[src/rtl/buck_pkg.sv]
// Shared types and default constants for the two-phase interleaved buck gate-drive generator.
package buck_pkg;

    localparam int unsigned TIMER_W          = 16;
    localparam int unsigned PERIOD_DEF       = 400;
    localparam int unsigned PHASE_OFFSET_DEF = 200;
    localparam int unsigned MAX_ON_DEF       = 200;
    localparam int unsigned MIN_ON_DEF       = 4;
    localparam int unsigned DEAD_DEF         = 10;

    typedef enum logic [2:0] {
        ST_IDLE,
        ST_DT_PRE,
        ST_HIGH,
        ST_DT_POST,
        ST_LOW
    } chan_state_t;

    // Requested on-time limited to the maximum high-side width.
    function automatic logic [TIMER_W-1:0] clamp_on(input logic [TIMER_W-1:0] req,
                                                    input int unsigned        max_on);
        return (req > TIMER_W'(max_on)) ? TIMER_W'(max_on) : req;
    endfunction

endpackage

[src/rtl/buck_pwm_channel.sv]
// One buck phase: shadow duty register, dead-time counter and HS/LS sequencing FSM.
module buck_pwm_channel
    import buck_pkg::*;
#(
    parameter int unsigned MAX_ON = MAX_ON_DEF,
    parameter int unsigned MIN_ON = MIN_ON_DEF,
    parameter int unsigned DEAD   = DEAD_DEF
) (
    input  logic               clk,
    input  logic               rst_n,
    input  logic [TIMER_W-1:0] i_timer,
    input  logic [TIMER_W-1:0] i_duty,
    input  logic               i_enable,
    input  logic               i_force_off,
    output logic               o_hs,
    output logic               o_ls
);

    chan_state_t        r_state;
    logic [TIMER_W-1:0] r_cnt;
    logic [TIMER_W-1:0] r_duty;
    logic               r_hs;
    logic               r_ls;

    logic [TIMER_W-1:0] w_clamp;
    logic               w_start;

    assign w_clamp = clamp_on(i_duty, MAX_ON);
    assign w_start = (i_timer == '0);

    // Gates are registered from the next state, so they lag the timer by one cycle.
    always_ff @(posedge clk or negedge rst_n) begin
        if (!rst_n) begin
            r_state <= ST_IDLE;
            r_cnt   <= '0;
            r_duty  <= '0;
            r_hs    <= 1'b0;
            r_ls    <= 1'b0;
        end else begin
            r_hs <= 1'b0;
            r_ls <= 1'b0;
            if (w_start) begin
                r_duty <= w_clamp;
            end
            if (!i_enable || i_force_off) begin
                r_state <= ST_IDLE;
            end else if (w_start) begin
                if (w_clamp >= TIMER_W'(MIN_ON)) begin
                    r_state <= ST_DT_PRE;
                    r_cnt   <= TIMER_W'(1);
                end else begin
                    r_state <= ST_LOW;
                    r_ls    <= 1'b1;
                end
            end else begin
                // r_cnt holds the number of cycles already spent in the current state.
                case (r_state)
                    ST_DT_PRE: begin
                        if (r_cnt >= TIMER_W'(DEAD)) begin
                            r_state <= ST_HIGH;
                            r_cnt   <= TIMER_W'(1);
                            r_hs    <= 1'b1;
                        end else begin
                            r_cnt <= r_cnt + TIMER_W'(1);
                        end
                    end
                    ST_HIGH: begin
                        if (r_cnt >= r_duty) begin
                            r_state <= ST_DT_POST;
                            r_cnt   <= TIMER_W'(1);
                        end else begin
                            r_cnt <= r_cnt + TIMER_W'(1);
                            r_hs  <= 1'b1;
                        end
                    end
                    ST_DT_POST: begin
                        if (r_cnt >= TIMER_W'(DEAD)) begin
                            r_state <= ST_LOW;
                            r_ls    <= 1'b1;
                        end else begin
                            r_cnt <= r_cnt + TIMER_W'(1);
                        end
                    end
                    ST_LOW: begin
                        r_ls <= 1'b1;
                    end
                    default: begin
                        r_state <= ST_IDLE;
                    end
                endcase
            end
        end
    end

    assign o_hs = r_hs;
    assign o_ls = r_ls;

endmodule

[src/rtl/buck_pwm_gen.sv]
// Two-phase interleaved buck gate-drive generator: 4 us period timers, fault latch, two channels 180 deg apart.
module buck_pwm_gen
    import buck_pkg::*;
#(
    parameter int unsigned PERIOD       = PERIOD_DEF,
    parameter int unsigned PHASE_OFFSET = PHASE_OFFSET_DEF,
    parameter int unsigned MAX_ON       = MAX_ON_DEF,
    parameter int unsigned MIN_ON       = MIN_ON_DEF,
    parameter int unsigned DEAD         = DEAD_DEF
) (
    input  logic               clk,
    input  logic               rst_n,
    input  logic               enable,
    input  logic               fault,
    input  logic [TIMER_W-1:0] inductor_charging_time,
    output logic [TIMER_W-1:0] timer_buck_4us_0,
    output logic [TIMER_W-1:0] timer_buck_4us_180,
    output logic [1:0]         hs_gate,
    output logic [1:0]         ls_gate,
    output logic [TIMER_W-1:0] on_time_applied,
    output logic               fault_latched
);

    logic [TIMER_W-1:0] r_t0;
    logic [TIMER_W-1:0] r_t180;
    logic [TIMER_W-1:0] r_on_time;
    logic               r_fault_latched;

    logic [TIMER_W-1:0] w_t0_next;
    logic [TIMER_W:0]   w_sum;
    logic [TIMER_W-1:0] w_t180_next;
    logic               w_force_off;
    logic [1:0]         w_hs;
    logic [1:0]         w_ls;

    assign w_t0_next   = (r_t0 == TIMER_W'(PERIOD - 1)) ? '0 : r_t0 + TIMER_W'(1);
    assign w_sum       = {1'b0, w_t0_next} + (TIMER_W+1)'(PHASE_OFFSET);
    assign w_t180_next = (w_sum >= (TIMER_W+1)'(PERIOD)) ? TIMER_W'(w_sum - (TIMER_W+1)'(PERIOD))
                                                         : TIMER_W'(w_sum);
    // A fault in this cycle must already kill the gates at the next edge.
    assign w_force_off = fault | r_fault_latched;

    // Free-running timers, applied on-time and sticky fault flag.
    always_ff @(posedge clk or negedge rst_n) begin
        if (!rst_n) begin
            r_t0            <= '0;
            r_t180          <= '0;
            r_on_time       <= '0;
            r_fault_latched <= 1'b0;
        end else begin
            r_t0   <= w_t0_next;
            r_t180 <= w_t180_next;
            if (r_t0 == '0) begin
                r_on_time <= clamp_on(inductor_charging_time, MAX_ON);
            end
            if (fault) begin
                r_fault_latched <= 1'b1;
            end else if (!enable) begin
                r_fault_latched <= 1'b0;
            end
        end
    end

    buck_pwm_channel #(
        .MAX_ON (MAX_ON),
        .MIN_ON (MIN_ON),
        .DEAD   (DEAD)
    ) u_ch0 (
        .clk         (clk),
        .rst_n       (rst_n),
        .i_timer     (r_t0),
        .i_duty      (inductor_charging_time),
        .i_enable    (enable),
        .i_force_off (w_force_off),
        .o_hs        (w_hs[0]),
        .o_ls        (w_ls[0])
    );

    buck_pwm_channel #(
        .MAX_ON (MAX_ON),
        .MIN_ON (MIN_ON),
        .DEAD   (DEAD)
    ) u_ch1 (
        .clk         (clk),
        .rst_n       (rst_n),
        .i_timer     (r_t180),
        .i_duty      (inductor_charging_time),
        .i_enable    (enable),
        .i_force_off (w_force_off),
        .o_hs        (w_hs[1]),
        .o_ls        (w_ls[1])
    );

    assign timer_buck_4us_0   = r_t0;
    assign timer_buck_4us_180 = r_t180;
    assign hs_gate            = w_hs;
    assign ls_gate            = w_ls;
    assign on_time_applied    = r_on_time;
    assign fault_latched      = r_fault_latched;

endmodule
[config.mk]
export PLATFORM = sky130hd
export DESIGN_NAME = buck_pwm_gen
export DESIGN_NICKNAME = d
export VERILOG_FILES = /design/src/rtl/buck_pkg.sv /design/src/rtl/buck_pwm_channel.sv /design/src/rtl/buck_pwm_gen.sv
export SDC_FILE = /design/constraint.sdc
export NUM_CORES = 1
export LEC_CHECK = 0
export ABC_AREA = 1
export BUFFER_PORTS_ARGS = -buffer_cell sky130_fd_sc_hd__buf_2
export CAP_MARGIN = 30
export CORE_ASPECT_RATIO = 1.2
export CORE_UTILIZATION = 39
export CTS_CLUSTER_DIAMETER = 40
export CTS_CLUSTER_SIZE = 20
export DETAILED_ROUTE_END_ITERATION = 16
export MAX_ROUTING_LAYER = met4
export SLEW_MARGIN = 5
export SYNTH_ARGS = -nofsm -noshare
export SYNTH_HDL_FRONTEND = slang
export SYNTH_SLANG_ARGS = --single-unit
[constraint.sdc]
create_clock -name clk -period 9 [get_ports clk]
set_clock_uncertainty 0.2 [all_clocks]
set_input_delay 0 -clock clk [delete_from_list [all_inputs] [get_ports clk]]
set_output_delay 0 -clock clk [all_outputs]
set_load 0.05 [all_outputs]
==> impl_metrics.yaml, run 1 <==
floorplan:
  core_area_mm2: 0.0169
  fp-row-count: 52
  die_w_um: 122
  start_util_pct: 39.8
  die_area_mm2: 0.0177
  die_h_um: 146
  ios: 73
placed_design:
  dpl.hpwl_um: 12800
  place_congestion: 0.876
  port_buffers: 72
  placedCellCount: 1165
yosys:
  synth_area_leader_cell: "dfrtp_1"
  netlist_instances: 891
  synth_area_mm2: 0.00670
  yosysWarnings: 0
  synth_nets: 952
  ys_seq_area_share_pct: 38.8
  ys_ff_latch: 104
  syn_area_per_cell_um2: 7.52
  ys_types: 37
  synth_top_area_share_pct: 38.8
  synthTopCellsByArea: "dfrtp_1 39%, nand2_1 11%, ha_1 7.7%"
cts:
  cts_sinks: 104
  root_buffer: "clkbuf_16"
  path_clk_slew_ns: 0.07
  cts_made_buffers: 9
  cts_tree: "done"
  clkLatencyLatePin_ns: 0.35
  clk_path_buf_depth: 2
  htreeDepth: 3
sta:
  period_minus_slack_ns: 3.49
  layout_worst_path_cycle_share_pct: 38.7
  rsz0062_at_grt: "false"
  whs_ns: 0.00498
  tns_ns: 0
  slew_viol_final: 0
  fmaxAchievable_ghz: 0.287
  tightest_slew_ns: 0.703
  finalSetupViolCount: 0
  final_hold_viol_count: 0
  slew_headroom_pct: 53.1
run:
  maxCapViolations: 0
detailed_routing:
  via_per_inst: 4.98
  wl_um: 16600
  drt_pass1_iterations: 4
  drtAntennaViolNets: 0
  detail_route.wl_per_cell_um: 13.9
  remaining_drc_errors: 0
  drtIter0Drc: 214
  vias: 5949
worst_setup_path:
  critical-path-top-delay-family: "simple AND/OR/NAND/NOR gates"
  startpoint_type: "register"
  crit_top_cell: "inv_1"
  crit_cells: 11
  path_cells: "inv_1, ha_1, inv_1, nor3_1, nand4_1, nand4_1, nand3_1, inv_1, nand2_1, inv_1, nor3b_1"
  path_class: "register to register"
  crit_required_ns: 9.02
  crit_path_max_fanout: 18
  rrSetupSlack_ns: 5.51
  crit_arrival_ns: 3.51
  crit_path_top_delay_cell: "nand4_1"
  slowest_delay_ns: 0.57
  reg2reg_from: "timer_buck_4us_180[0]"
  reg2regPathDepth: 11
  setup.worst_path.end_class: "register"
  cp_num_buf_inv: 4
  reg2reg_to: "u_ch1.r_cnt[5]"
outcome:
  status: "complete, no violations"
power:
  p_switching_w: 0.000203
  power.share.clock_pct: 45.9
  peakVddDrop_uv: 87.6
  power.internal_w: 0.000724
  leakage_nw: 3.96
  switching_share_pct: 21.9
  pwr-share-seq_pct: 50.8
  pwr-share-comb_pct: 3.4
  p_per_area_mw_per_mm2: 120
  p_total_w: 0.000927
grt:
  grt_pass1_vias: 5716
  grt_max_degree: 56
  grt_util_all_layers_pct: 20.3
  grt_antenna_before_repair: 1
  grt-ovfl-total: 0
  grt_pass1_wl_um: 27500
min_path:
  min_path_type: "input port to asynchronous set/reset pin"
final_layout:
  syn2layout_area_growth_pct: 15.0
  final_nets: 1033
  fillCellCount: 1659
  drive_above_1_share_pct: 14.8
  fin_util_pct: 45.7
  final_cell_count_no_fill: 1194
-- kinds of logic (layout without fill, tap and decap cells) --
family	Yosys count	count (layout)	share of synthesized area, %
adders and majority gates	41	41	7.65
and+or+nand+nor	459	459	31.5
buffers and inverters	146	232	8.74
DFF	104	104	38.8
xor gates and xnor gates	29	29	4.01
other	0	1	0
AOI/OAI and AO/OA	112	112	9.30
-- worst max path at each step --
stage	start	to	slack, ns
3_3_place_gp	timer_buck_4us_180[0]	u_ch1.r_cnt[5]	5.59
6_report	timer_buck_4us_180[0]	u_ch1.r_cnt[5]	5.51
4_1_cts	timer_buck_4us_180[0]	u_ch1.r_cnt[6]	5.51
2_1_floorplan	timer_buck_4us_180[1]	timer_buck_4us_180[8]	5.71
3_5_place_dp	timer_buck_4us_180[0]	u_ch1.r_cnt[6]	5.51
5_1_grt	timer_buck_4us_180[0]	u_ch1.r_cnt[5]	5.06
-- area by class of cell --
type	count	area, um2	area share (%)
Antenna cell	1	2.50	0.0325
Tap cell	216	270	3.51
Clock inverter	7	95.1	1.23
Multi-Input combinational cell	641	3520	45.7
Inverter	129	484	6.28
Sequential cell	104	2600	33.8
Timing Repair Buffer	87	505	6.56
Clock buffer	9	225	2.92
-- registers in the layout, summed over array words and instances (netlist names), 3 cells and up --
signal and flops:
u_ch1.r_cnt 16, u_ch0.r_duty 16, timer_buck_4us_180 16, u_ch0.r_state 3, timer_buck_4us_0 13, u_ch0.r_cnt 16, u_ch1.r_duty 16, u_ch1.r_state 3
-- cell usage in the layout (no fill, tap or decap), drive strengths merged, types with 9 or more instances in the layout --
cell,count
dlygate4sd3,12
nand2,205
nor2,125
dfrtp,104
xor2,19
nor3,23
xnor2,10
buf,75
ha,41
inv,130
clkbuf,9
nor4,12
a21oi,37
o21ai,62
nand4,27
nand3,61
-- per-stage QoR --
step	cell area (um2)	setup slack (ns)
after floorplan	6700	5.71
after CTS	7700	5.51
after detailed placement	7260	5.51
final	7710	5.51
after global routing	7710	5.06
after global placement	7260	5.59
-- synth_stat cells, drive strengths merged --
cell type,n
dfrtp,104
and3b,1
clkbuf,8
xnor2,10
nand3b,3
nand2,205
nand3,61
o22ai,1
inv,129
nor3b,2
a21oi,37
nor4,12
nand4,27
xor2,19
nor2,125
ha,41
nor3,23
o311ai,1
o21bai,2
o31ai,3
a21o,2
o21ai,62
o211ai,3
buf,9
a21boi,1
-- power by group through the flow --
stage	clock, W	combinational, W	sequential [W]
after floorplan	0	0.00000878	0.000480
after global placement	0	0.0000275	0.000480
after detailed placement	0	0.0000277	0.000480
after CTS	0.000437	0.0000321	0.000471
after global routing	0.000456	0.0000362	0.000471
final	0.000425	0.0000311	0.000471
-- repair_timing --
item,CTS,global route
setup buffers,0,0
resized for setup,0,0
hold endpoints to repair,72,0
hold buffers,12,0
-- routing by layer --
layer / wire length [um] / global-route usage (%)
met1: 7290 / 23.6
met2: 8300 / 34.7
met3: 619 / 3.53
met4: 382 / 7.47
met5: 0 / -
Power figures use the tool's default switching activity.
==> inputs of run 2 (changes only) <==
clock period = 3 ns   (was 9 ns; I/O delays follow)
==> impl_metrics.yaml, run 2 (same netlist as run 1, synthesis figures left out) <==
power:
  leakage_nw: 4.14
  p_total_w: 0.00277
  peakVddDrop_uv: 264
  p_per_area_mw_per_mm2: 345
worst_setup_path:
  crit_path_max_fanout: 6
  crit_top_cell: "nand2_1"
  crit_required_ns: 3.09
  rrSetupSlack_ns: 0.18
  crit_path_top_delay_cell: "dfrtp_2"
  cp_num_buf_inv: 4
  setup.worst_path.end_class: "register"
  startpoint_type: "register"
  crit_arrival_ns: 2.91
  crit_start: "timer_buck_4us_180[1]"
  critical-path-top-delay-family: "simple AND/OR/NAND/NOR gates"
  slowest_delay_ns: 0.43
  reg2reg_from: "timer_buck_4us_180[1]"
  reg2regPathDepth: 19
  path_class: "register to register"
  reg2reg_to: "timer_buck_4us_180[7]"
  crit_end: "timer_buck_4us_180[7]"
  crit_cells: 19
  path_cells: "ha_4, nand2_2, inv_1, nand2_1, nand2_1, nor2_2, ha_2, inv_1, xor2_1, inv_2, ha_1, nand2_1, nor4_1, nand2_1, nand2_1, a21oi_4, nand3_4, buf_4, o21ai_2"
placed_design:
  place_congestion: 0.886
  dpl.hpwl_um: 13300
  port_buffers: 72
  placedCellCount: 1198
  place_area_mm2: 0.00754
  place_ws_ns: 0.0141
final_layout:
  final_cell_mix: "188 x nand2_1, 118 x inv_1, 107 x nor2_1"
  syn2layout_area_growth_pct: 20.0
  final_nets: 1067
  final_area_mm2: 0.00804
  layout_commonest_cell: "nand2_1"
  drive_above_1_share_pct: 19.6
  n_antenna_cell: 0
  final_cell_count_no_fill: 1226
detailed_routing:
  detail_route.wl_per_cell_um: 13.9
  remaining_drc_errors: 0
  vias: 6057
  via_per_inst: 4.94
  drt_pass1_iterations: 4
  drtAntennaViolNets: 0
  wl_um: 17100
  drtIter0Drc: 266
floorplan:
  start_util_pct: 39.8
  core_area_mm2: 0.0169
  die_w_um: 122
  die_h_um: 146
  fp-row-count: 52
  die_area_mm2: 0.0177
  ios: 73
grt:
  grt_pass1_wl_um: 28000
  grt_max_degree: 62
  grt-ovfl-total: 0
  grt_antenna_before_repair: 0
  grt_pass1_vias: 5767
  grt_util_all_layers_pct: 20.9
sta:
  fmaxAchievable_ghz: 0.355
  slew_viol_final: 0
  period_minus_slack_ns: 2.82
  whs_ns: -0.0154
  fin_ws_ns: 0.184
  final_hold_viol_count: 19
  finalSetupViolCount: 0
  slew_headroom_pct: 60.1
  tightest_slew_ns: 0.597
  layout_worst_path_cycle_share_pct: 93.9
min_path:
  min_path_type: "input port to asynchronous set/reset pin"
cts:
  cts_tree: "done"
  root_buffer: "clkbuf_16"
  clk_path_buf_depth: 2
  cts_sinks: 104
  htreeDepth: 3
  cts_made_buffers: 9
  clkLatencyLatePin_ns: 0.36
  path_clk_slew_ns: 0.07
run:
  maxCapViolations: 0
outcome:
  status: "finished, violations left"
  violations: "hold timing"
-- run 2: what timing repair did --
item | CTS | global route
endpoints found under the setup margin | 0 | 26
gates resized for setup | 0 | 19
hold buffers | 11 | 0
setup buffers | 0 | 1
endpoints found under the hold margin | 125 | 0
-- run 2: layout make-up --
class	instances	area, um2
multi-input cells	642	3600
flip-flops and latches	104	2610
clock buffers	10	229
fillers	1693	8810
repair buffers	120	763
clock inverters	5	82.6
well taps	216	270
inverters	129	487
-- run 2: how the worst min path moves through the flow --
stage	startpoint	slack, ns	cells past startpoint	endpoint
floorplan	rst_n	-0.50	0	fault_latched
global placement	rst_n	-0.15	1	u_ch0.r_duty[15]
detailed placement	rst_n	-0.15	1	u_ch0.r_duty[15]
CTS	rst_n	0.003	2	u_ch0.r_duty[9]
global route	rst_n	0.06	2	u_ch0.r_duty[15]
finish	rst_n	-0.02	2	u_ch0.r_duty[13]
-- run 2: through the flow --
stage,utilization [%],TNS [ns],hold WS (ns)
2_1_floorplan,-,0,-0.496
3_3_place_gp,44.8,0,-0.154
3_5_place_dp,44.8,0,-0.154
4_1_cts,47.3,0,0.00283
5_1_grt,47.7,-0.00740,0.0581
6_report,47.7,0,-0.0154
-- run 2: worst register-to-register path, delay by kind of cell, from the launching register on --
| family | cells | cell delay (ns) |
|---|---|---|
| AOI/OAI and AO/OA | 2 | 0.26 |
| xor gates and xnor gates | 1 | 0.17 |
| adders and majority gates | 3 | 0.56 |
| buffers and inverters | 4 | 0.36 |
| DFF | 1 | 0.43 |
| and+or+nand+nor | 9 | 0.77 |
-- run 2: power breakdown --
group	total (W)	internal (W)	switching (W)
logic	0.0000955	0.0000356	0.0000598
clock network	0.00127	0.000729	0.000538
registers	0.00141	0.00141	0.00000485
-- run 2: layer usage --
metal,global-route usage (%),vias to the layer above,routed length [um]
met2,35.8,105,8690
met3,2.19,22,398
met1,24.9,2805,7620
met5,-,-,0
li1,-,3125,-
met4,7.84,0,358
